## config.mk

```make
export PLATFORM = sky130hd
export DESIGN_NAME = alu_op_sequencer
export DESIGN_NICKNAME = d
export VERILOG_FILES = /design/src/rtl/alu_op_sequencer_pkg.sv /design/src/rtl/alu_op_sequencer_onehot_dec.sv /design/src/rtl/alu_op_sequencer.sv
export SDC_FILE = /design/constraint.sdc
export NUM_CORES = 1
export LEC_CHECK = 0
export CORE_MARGIN = 2
export CORE_UTILIZATION = 46
export CTS_BUF_LIST = sky130_fd_sc_hd__clkbuf_4
export DETAILED_ROUTE_END_ITERATION = 8
export HOLD_SLACK_MARGIN = 0.02
export PLACE_DENSITY = 0.88
export SETUP_SLACK_MARGIN = 0.05
export SYNTH_ARGS = -nofsm -noshare
export SYNTH_HDL_FRONTEND = slang
export SYNTH_HIERARCHICAL = 1
export SYNTH_SLANG_ARGS = --single-unit
```

## constraint.sdc

```tcl
create_clock -name clock -period 3.7 [get_ports clock]
set_input_delay 0.74 -clock clock [delete_from_list [all_inputs] [get_ports clock]]
set_output_delay 0.74 -clock clock [all_outputs]
set_load 0.03 [all_outputs]
```

## src/rtl/alu_op_sequencer_pkg.sv

```systemverilog
// Opcode map, FSM state encodings and opcode-class helpers shared by the ALU
// instruction sequencer and its decoders.
package alu_op_sequencer_pkg;

  localparam int OPC_W     = 5;
  localparam int REG_IDX_W = 4;

  localparam logic [OPC_W-1:0] OP_ADD = 5'd3;
  localparam logic [OPC_W-1:0] OP_SUB = 5'd4;
  localparam logic [OPC_W-1:0] OP_AND = 5'd5;
  localparam logic [OPC_W-1:0] OP_OR  = 5'd6;
  localparam logic [OPC_W-1:0] OP_MUL = 5'd15;
  localparam logic [OPC_W-1:0] OP_DIV = 5'd16;
  localparam logic [OPC_W-1:0] OP_NEG = 5'd17;
  localparam logic [OPC_W-1:0] OP_NOT = 5'd18;

  localparam logic [2:0] ST_IDLE = 3'd0;
  localparam logic [2:0] ST_T3   = 3'd1;
  localparam logic [2:0] ST_T4   = 3'd2;
  localparam logic [2:0] ST_T5   = 3'd3;
  localparam logic [2:0] ST_T6   = 3'd4;
  localparam logic [2:0] ST_ERR  = 3'd5;
  localparam logic [2:0] ST_DONE = 3'd6;

  function automatic logic op_is_binary(input logic [OPC_W-1:0] op);
    return (op == OP_ADD) || (op == OP_SUB) || (op == OP_AND) || (op == OP_OR);
  endfunction

  function automatic logic op_is_muldiv(input logic [OPC_W-1:0] op);
    return (op == OP_MUL) || (op == OP_DIV);
  endfunction

  function automatic logic op_is_unary(input logic [OPC_W-1:0] op);
    return (op == OP_NEG) || (op == OP_NOT);
  endfunction

  function automatic logic op_is_legal(input logic [OPC_W-1:0] op);
    return op_is_binary(op) || op_is_muldiv(op) || op_is_unary(op);
  endfunction

endpackage

```

## src/rtl/alu_op_sequencer_onehot_dec.sv

```systemverilog
// Register index to one-hot select decoder; purely combinational, zero latency.
// No handshake: output is all-zero whenever en is low.
module alu_op_sequencer_onehot_dec #(
  parameter int IDX_W = 4,
  parameter int N     = 16
) (
  input  logic             en,
  input  logic [IDX_W-1:0] idx,
  output logic [N-1:0]     onehot
);

  assign onehot = en ? (N'(1) << idx) : '0;

endmodule

```

## src/rtl/alu_op_sequencer.sv

```systemverilog
// Multi-cycle bus sequencer for reg-reg ALU ops: 4 cycles binary, 3 unary, 4+MULDIV_WAIT mul/div, 2 illegal.
// Accepts one request at a time; start is only sampled in IDLE and is dropped while busy.
module alu_op_sequencer
  import alu_op_sequencer_pkg::*;
#(
  parameter int NREGS       = 16,
  parameter int RSEL_W      = REG_IDX_W,
  parameter int OP_W        = OPC_W,
  parameter int MULDIV_WAIT = 4
) (
  input  logic              clock,
  input  logic              clear,
  input  logic              start,
  input  logic [OP_W-1:0]   opcode,
  input  logic [RSEL_W-1:0] ra,
  input  logic [RSEL_W-1:0] rb,
  input  logic [RSEL_W-1:0] rc,
  output logic              busy,
  output logic              done,
  output logic              err,
  output logic [NREGS-1:0]  reg_out,
  output logic [NREGS-1:0]  reg_in,
  output logic              y_in,
  output logic              z_in,
  output logic [OP_W-1:0]   alu_op,
  output logic              zlo_out,
  output logic              zhi_out,
  output logic              lo_in,
  output logic              hi_in
);

  localparam int CNT_W = (MULDIV_WAIT > 1) ? $clog2(MULDIV_WAIT) : 1;
  localparam logic [CNT_W-1:0] WAIT_LOAD = CNT_W'(MULDIV_WAIT - 1);

  logic [2:0]        state;
  logic [OP_W-1:0]   op_q;
  logic [RSEL_W-1:0] ra_q;
  logic [RSEL_W-1:0] rb_q;
  logic [RSEL_W-1:0] rc_q;
  logic [CNT_W-1:0]  cnt_q;

  logic              q_muldiv;
  logic              q_unary;
  logic              q_illegal;

  assign q_muldiv  = op_is_muldiv(op_q);
  assign q_unary   = op_is_unary(op_q);
  assign q_illegal = !op_is_legal(op_q);

  always_ff @(posedge clock) begin
    if (clear) begin
      state <= ST_IDLE;
      op_q  <= '0;
      ra_q  <= '0;
      rb_q  <= '0;
      rc_q  <= '0;
      cnt_q <= '0;
    end else begin
      case (state)
        ST_IDLE: begin
          if (start) begin
            op_q <= opcode;
            ra_q <= ra;
            rb_q <= rb;
            rc_q <= rc;
            if (!op_is_legal(opcode)) begin
              state <= ST_ERR;
            end else if (op_is_unary(opcode)) begin
              state <= ST_T4;
              cnt_q <= '0;
            end else begin
              state <= ST_T3;
            end
          end
        end
        ST_T3: begin
          state <= ST_T4;
          cnt_q <= q_muldiv ? WAIT_LOAD : '0;
        end
        ST_T4: begin
          // Mul/div hold T4 with all strobes frozen until the wait count drains.
          if (cnt_q != '0) begin
            cnt_q <= cnt_q - CNT_W'(1);
          end else begin
            state <= ST_T5;
          end
        end
        ST_T5:   state <= q_muldiv ? ST_T6 : ST_DONE;
        ST_T6:   state <= ST_DONE;
        ST_ERR:  state <= ST_DONE;
        ST_DONE: state <= ST_IDLE;
        default: state <= ST_IDLE;
      endcase
    end
  end

  logic              rout_en;
  logic [RSEL_W-1:0] rout_idx;
  logic              rin_en;

  always_comb begin
    rout_en  = (state == ST_T3) || (state == ST_T4);
    rout_idx = ((state == ST_T4) && !q_unary) ? rc_q : rb_q;
    rin_en   = (state == ST_T5) && !q_muldiv;
  end

  alu_op_sequencer_onehot_dec #(
    .IDX_W (RSEL_W),
    .N     (NREGS)
  ) u_dec_out (
    .en     (rout_en),
    .idx    (rout_idx),
    .onehot (reg_out)
  );

  alu_op_sequencer_onehot_dec #(
    .IDX_W (RSEL_W),
    .N     (NREGS)
  ) u_dec_in (
    .en     (rin_en),
    .idx    (ra_q),
    .onehot (reg_in)
  );

  always_comb begin
    busy    = (state != ST_IDLE);
    done    = (state == ST_DONE);
    err     = (state == ST_DONE) && q_illegal;
    y_in    = (state == ST_T3);
    z_in    = (state == ST_T4);
    alu_op  = (state == ST_T4) ? op_q : '0;
    zlo_out = (state == ST_T5);
    lo_in   = (state == ST_T5) && q_muldiv;
    zhi_out = (state == ST_T6);
    hi_in   = (state == ST_T6);
  end

endmodule

```

==> results.md <==
- Pwr dens: 484 nW/um2
- VDD IR max: 314 uV
- Largest area contributor in the synthesized netlist: dfxtp_1
- Clock share of power: 10.6%
- P_sw: 0.473 mW
- Share of post-route cells with drive strength above 1: 7.25%
- Largest net degree at the start of global routing: 21
- Synth Area in XOR/XNOR: roughly 2.4%
- Hold Crit Class: flop to flop
- Synth top area cells: dfxtp_1 30%, nand2_1 10%, a21oi_1 8.3%
- First-pass GRT wire length: 5820 um
- CP Data Arrival Time: 2.74 ns
- Sw Ratio: 45.1%
- Slew Viols, Final: 0
- Nets: roughly 280
- # IOs: 66
- Synthesized flop and latch total: 22
- Clock Latency Late Sink: 0.31 ns
- Initial Utilization: 48.1%
- CTS Buffer Depth: 2
- Setup Skew: 0.00895 ns
- Main combinational cell family by area after synthesis: simple AND/OR/NAND/NOR gates
- Core footprint: 3030 um2
- Combinational power share: between 50% and 60%
- Clock-pin slew on the worst setup and hold paths: 0.12 ns
- # DRC: 0
- Max-Slew Margin vs Limit: around 49%
- Max cap viols: 0
- Setup crit start kind: flop
- Commonest non-fill, non-tap cell in the layout: clkdlybuf4s50_1
- Final min period: 3.48 ns
- Total vias in the final route: 1568
- Initial antenna violation count: 0
- Number of synthesized flops with an enable pin: 0
- Critical Path End: reg_out[6]
- Area Growth Syn to Fin: 48.9%
- CP required: 2.96 ns
- CP startpoint: state[0]
- R2R Path Start: state[2]
- Drt via density: 5.12
- Post-Synth Simple-Gate Area: between 40 and 50%
- Reg2Reg Setup Slack: 1.98 ns
- H-tree Lvls: 1
- Critical path type: flop to output pin
- Synth warn: 6
- Antenna-violating nets left: 0
- Worst-path fanout max: 9
- Share of the yosys chip area belonging to registers: 30.3%
- # clock sinks: 22
- Num rows: 20
- Post-route clock period utilization: 94.2%
- Post-synth top area share: 30.3%
- Part of the power in registers: around a third
- CTS tree: yes
- Power, Total: 1.05 mW
- Setup WS pre-CTS: 0.320 ns
- Ant. Diodes: 0
- Cell variety after synth: 41
- GRT overflow: 0
- Mux cell area share after synthesis: 3.78%
- Post-Synth Adder-Cell Area: 0.860%
- RR Endpoint: op_q[3]
- Mapped cell area: 1460 um2
- Syn Area/Cell: 7.28 um2
- Clock root cell: clkbuf_4
- Worst Reg-to-Reg Cells: 5
- Drt initial violations: 57
- Leakage power: 0.984 nW
- Ys async rst share: 0%
- Outcome: finished, final reports clean
- Number of hold violations in the final report: 0
- Placer Congestion: between 0.8 and 0.9
- Die W: 60.2 um
- Worst setup margin: 0.216 ns
- Setup_tns: 0 ns
- Final setup viols: 0
- Worst Tran Pin Value: 0.768 ns
- Post-synthesis cell count: 200
- Top_reg_cell synth: dfxtp_1
- Total Wirelength: 3680 um
- Wirelength per Cell: 12.0 um
- Total Routing Usage GR: 21.1%
- Number of global-route vias before repair: 1326
- Syn nets: 221
- RSZ-0062 raised after global routing: false
- Die footprint: 3630 um2
- Most frequent cells in the layout: 51 x clkdlybuf4s50_1, 40 x nand2_1, 27 x nor2_1
- HPWL Detailed: 2870 um
- Fmax: 0.287 GHz
- DR pass1 iterations: 4
- Internal cell power: 0.575 mW
- # hold bufs at CTS: 0
- Die height: approximately 60 um
- Compound-Gate Fraction of Synth Area: between 10 and 15%
- CTS buffer count: 3
- Port Buf Inserts: between 60 and 70
- Setup crit end kind: output pin
area by class of cell:
type                       instances  area, um2
fill                             255        861
multi-input combinational        163        937
timing repair buffer              67        686
clock buffer                       3       22.5
inverter                           6       22.5
sequential                        22        440
clock inverter                     1       3.75
tap                               44       55.1
flip-flops by register name (all words and copies together), names as in the netlist:
name,count
op_q,5
ra_q,4
rb_q,4
rc_q,4
state,3
cnt_q,2
critical path, stage by stage (launching register included):
cell and delay (ns):
dfxtp_1 0.43, or3b_4 0.46, a21oi_4 0.18, mux2_1 0.45
nor3_1 0.21, clkdlybuf4s50_1 0.71
cells in the mapped netlist (2+ instances only):
cell,count
a21oi_1,24
a31oi_1,2
and2_1,8
and3b_1,2
buf_2,2
buf_4,3
clkbuf_1,3
dfxtp_1,22
inv_1,3
inv_2,3
mux2_1,4
nand2_1,40
nand2b_1,5
nand3_1,3
nand3b_1,6
nor2_1,27
nor2_2,2
nor2b_1,2
nor3_1,8
nor3_2,2
nor3b_2,2
o31ai_1,2
or2_1,3
or3b_4,3
xnor2_1,3
logic make-up after synthesis:
group                    Yosys count
buffers and inverters             15
multiplexers                       5
AO/OA/AOI/OAI                     35
adder cells (fa/ha/maj)            1
XOR/XNOR                           4
flip-flops                        22
AND/OR/NAND/NOR                  118
worst min-delay path by stage:
stage | from | endpoint | slack (ns) | depth (start not counted)
after floorplan | rb_q[0] | rb_q[0] | 0.43 | 2
after global placement | rb_q[0] | rb_q[0] | 0.44 | 2
after detailed placement | rc_q[1] | rc_q[1] | 0.45 | 2
after CTS | rc_q[1] | rc_q[1] | 0.47 | 2
after global routing | rb_q[3] | rb_q[3] | 0.49 | 2
final | rc_q[1] | rc_q[1] | 0.47 | 2
through the flow:
| stage | instance area [um2] | hold slack (ns) | cells | utilization, % |
|---|---|---|---|---|
| after floorplan | 1460 | 0.432 | 200 | - |
| after global placement | 2120 | 0.444 | 302 | 70.0 |
| after detailed placement | 2120 | 0.451 | 302 | 70.0 |
| after CTS | 2140 | 0.469 | 306 | 70.7 |
| after global routing | 2170 | 0.488 | 306 | 71.6 |
| final | 2170 | 0.466 | 306 | 71.6 |
repair_timing:
item                       4_1_cts  5_1_grt
hold endpoints to repair         0        0
buffers inserted                 0        0
gates cloned                     0        0
resized for setup                4       10
setup endpoints to repair        4       10
routing by layer:
layer	vias up	GRT usage (%)	part of all wire [%]
li1	804	-	-
met1	715	28.1	46
met3	4	4.33	5.8
met5	-	0	0
met4	0	4.76	1.0
met2	45	34.9	47
power by group through the flow:
stage	Clock [mW]	Combinational, mW	Sequential (mW)
3_5_place_dp	0	0.578	0.370
5_1_grt	0.122	0.628	0.375
6_report	0.111	0.573	0.364
2_1_floorplan	0	0.438	0.350
3_3_place_gp	0	0.571	0.367
4_1_cts	0.113	0.573	0.365
Power figures use the tool's default switching activity.
==> RTL change: new RTL, config.mk and constraints unchanged <==
Put a register stage on the output `reg_out`, without a reset. The value now appears one clock later. The other outputs are not delayed to match.
--- a/src/rtl/alu_op_sequencer.sv
+++ b/src/rtl/alu_op_sequencer.sv
@@ -32,4 +32,6 @@
   localparam int CNT_W = (MULDIV_WAIT > 1) ? $clog2(MULDIV_WAIT) : 1;
   localparam logic [CNT_W-1:0] WAIT_LOAD = CNT_W'(MULDIV_WAIT - 1);
+
+  logic [NREGS-1:0] reg_d;
 
   logic [2:0]        state;
@@ -111,5 +113,5 @@
     .en     (rout_en),
     .idx    (rout_idx),
-    .onehot (reg_out)
+    .onehot (reg_d)
   );
 
@@ -136,4 +138,8 @@
   end
 
+  always_ff @(posedge clock) begin
+    reg_out <= reg_d;
+  end
+
 endmodule
 
Check against the original RTL: not equivalent (a bounded check fails within 4 cycles, from zero or initial values).
==> RTL change against the unedited design <==
Sequential share of layout area increased by 11 points; power is 24% higher; register-to-register slack worse by 0.56 ns; core utilization shrank 4.7 points; die area is 20% higher; synthesized cell count rose by 8.0%; wire length rose by 9.0%; worst setup slack better by 0.17 ns; sequential cell count rose by 16; synthesized area rose by 22%; combinational power shrank 5.1%; largest power group is now sequential cells; count of clock-buffer cells in the layout is 2 higher; final area rose by 14%.
==> RTL change: results <==
[final_layout]
multi_input_area_sq_um = 918.4
regArea_sq_um = 760.7
reg.largest.list = reg_out x16, op_q x5
n_all_buffers = 65
buf_share_pct = 26.38
final_util_pct = 66.86
final_nets = 300
nFillCells = 322
drive_gt1_share_pct = 6.786
final-clk-cell-share_pct = 2.182
finalNonFillerCells = 328

[worst_setup_path]
rr_endpoint = reg_out[1]
cp_top_family = simple AND/OR/NAND/NOR gates
slowest_delay_ns = 0.69
r2r-start = state[1]
ff2ff_path_depth = 5
critPathMaxFanout = 6
r2r_slack_ns = 1.42
arrival_ns = 2.57

[routing]
vias = 1647
drt_iter0_drc = 66
drt-total-wl_um = 4011

[placed_design]
dp_hpwl_um = 3151
post-place-ws_ns = 0.7467
placed_cell_area_sq_um = 2412
dp_cells = 320
gp_congestion = 0.7630

[global_route]
grt_pass1_vias = 1461
grt_pass1_wl_um = 6624

[clock_tree]
numCtsBuffers = 5
ctsResizeCount = 0
insertion_delay_ns = 0.34
clockRootBuffer = clkbuf_4
cts.clk_slew.worst_paths_ns = 0.11

[synthesis]
synth-xor-area-share_pct = 1.980
ys_top_cells_by_count = 40 x nand2_1, 38 x dfxtp_1, 27 x nor2_1, 24 x a21oi_1
synth_compound_area_share_pct = 11.39
ys_ff_latch = 38
syn_nets = 237
ys_seq_area_share_pct = 43.00
ys_top_cells_by_area = dfxtp_1 43%, nand2_1 8.5%, a21oi_1 6.8%, nor2_1 5.7%, and2_1 2.8%
synthMuxAreaShare_pct = 3.112
synthAdderAreaFrac_pct = 0.7072
syn_inst = 216

[pwr]
seq_power_share_pct = 42.8
peakVddDrop_mv = 0.2857
p_comb_share_pct = 41.7
finalPower_uw = 1304
p_leak_uw = 0.0009047
p_int_uw = 778.6

[timing]
fin_hold_ws_ns = 0.4602
fin_worst_skew_ns = 0.008122
relSlewSlack_pct = 52.32

[run_status]
status = complete, no violations

[min_path]
min_from = rc_q[0]
hold-path-endpoint = rc_q[0]

[floorplan]
num_rows = 22
==> RTL change: routing by layer <==
layer	global-route usage, %	wire (um)	vias to the layer above
met5	0	0	-
met4	7.398	50	0
met2	34.09	1926	54
li1	-	-	853
met1	25.03	1817	735
met3	3.407	216	5
==> RTL change: worst max path at each step <==
stage                      endpoint     from  slack (ns)  depth (start not counted)
after floorplan           reg_in[8]  op_q[2]        1.29                          5
after global placement    reg_in[0]  op_q[2]        0.83                          6
after detailed placement  reg_in[0]  op_q[2]        0.75                          6
after CTS                 reg_in[0]  op_q[2]        0.39                          6
after global routing      reg_in[0]  op_q[2]        0.23                          6
final                     reg_in[0]  op_q[2]        0.39                          6
==> RTL change: cell families (layout without fill, tap and decap cells) <==
family | count (synthesis) | count (layout)
mux | 5 | 5
fa+ha+maj | 1 | 1
simple gates | 118 | 118
xor+xnor | 4 | 4
flops | 38 | 38
buf+inv | 15 | 79
compound gates | 35 | 35
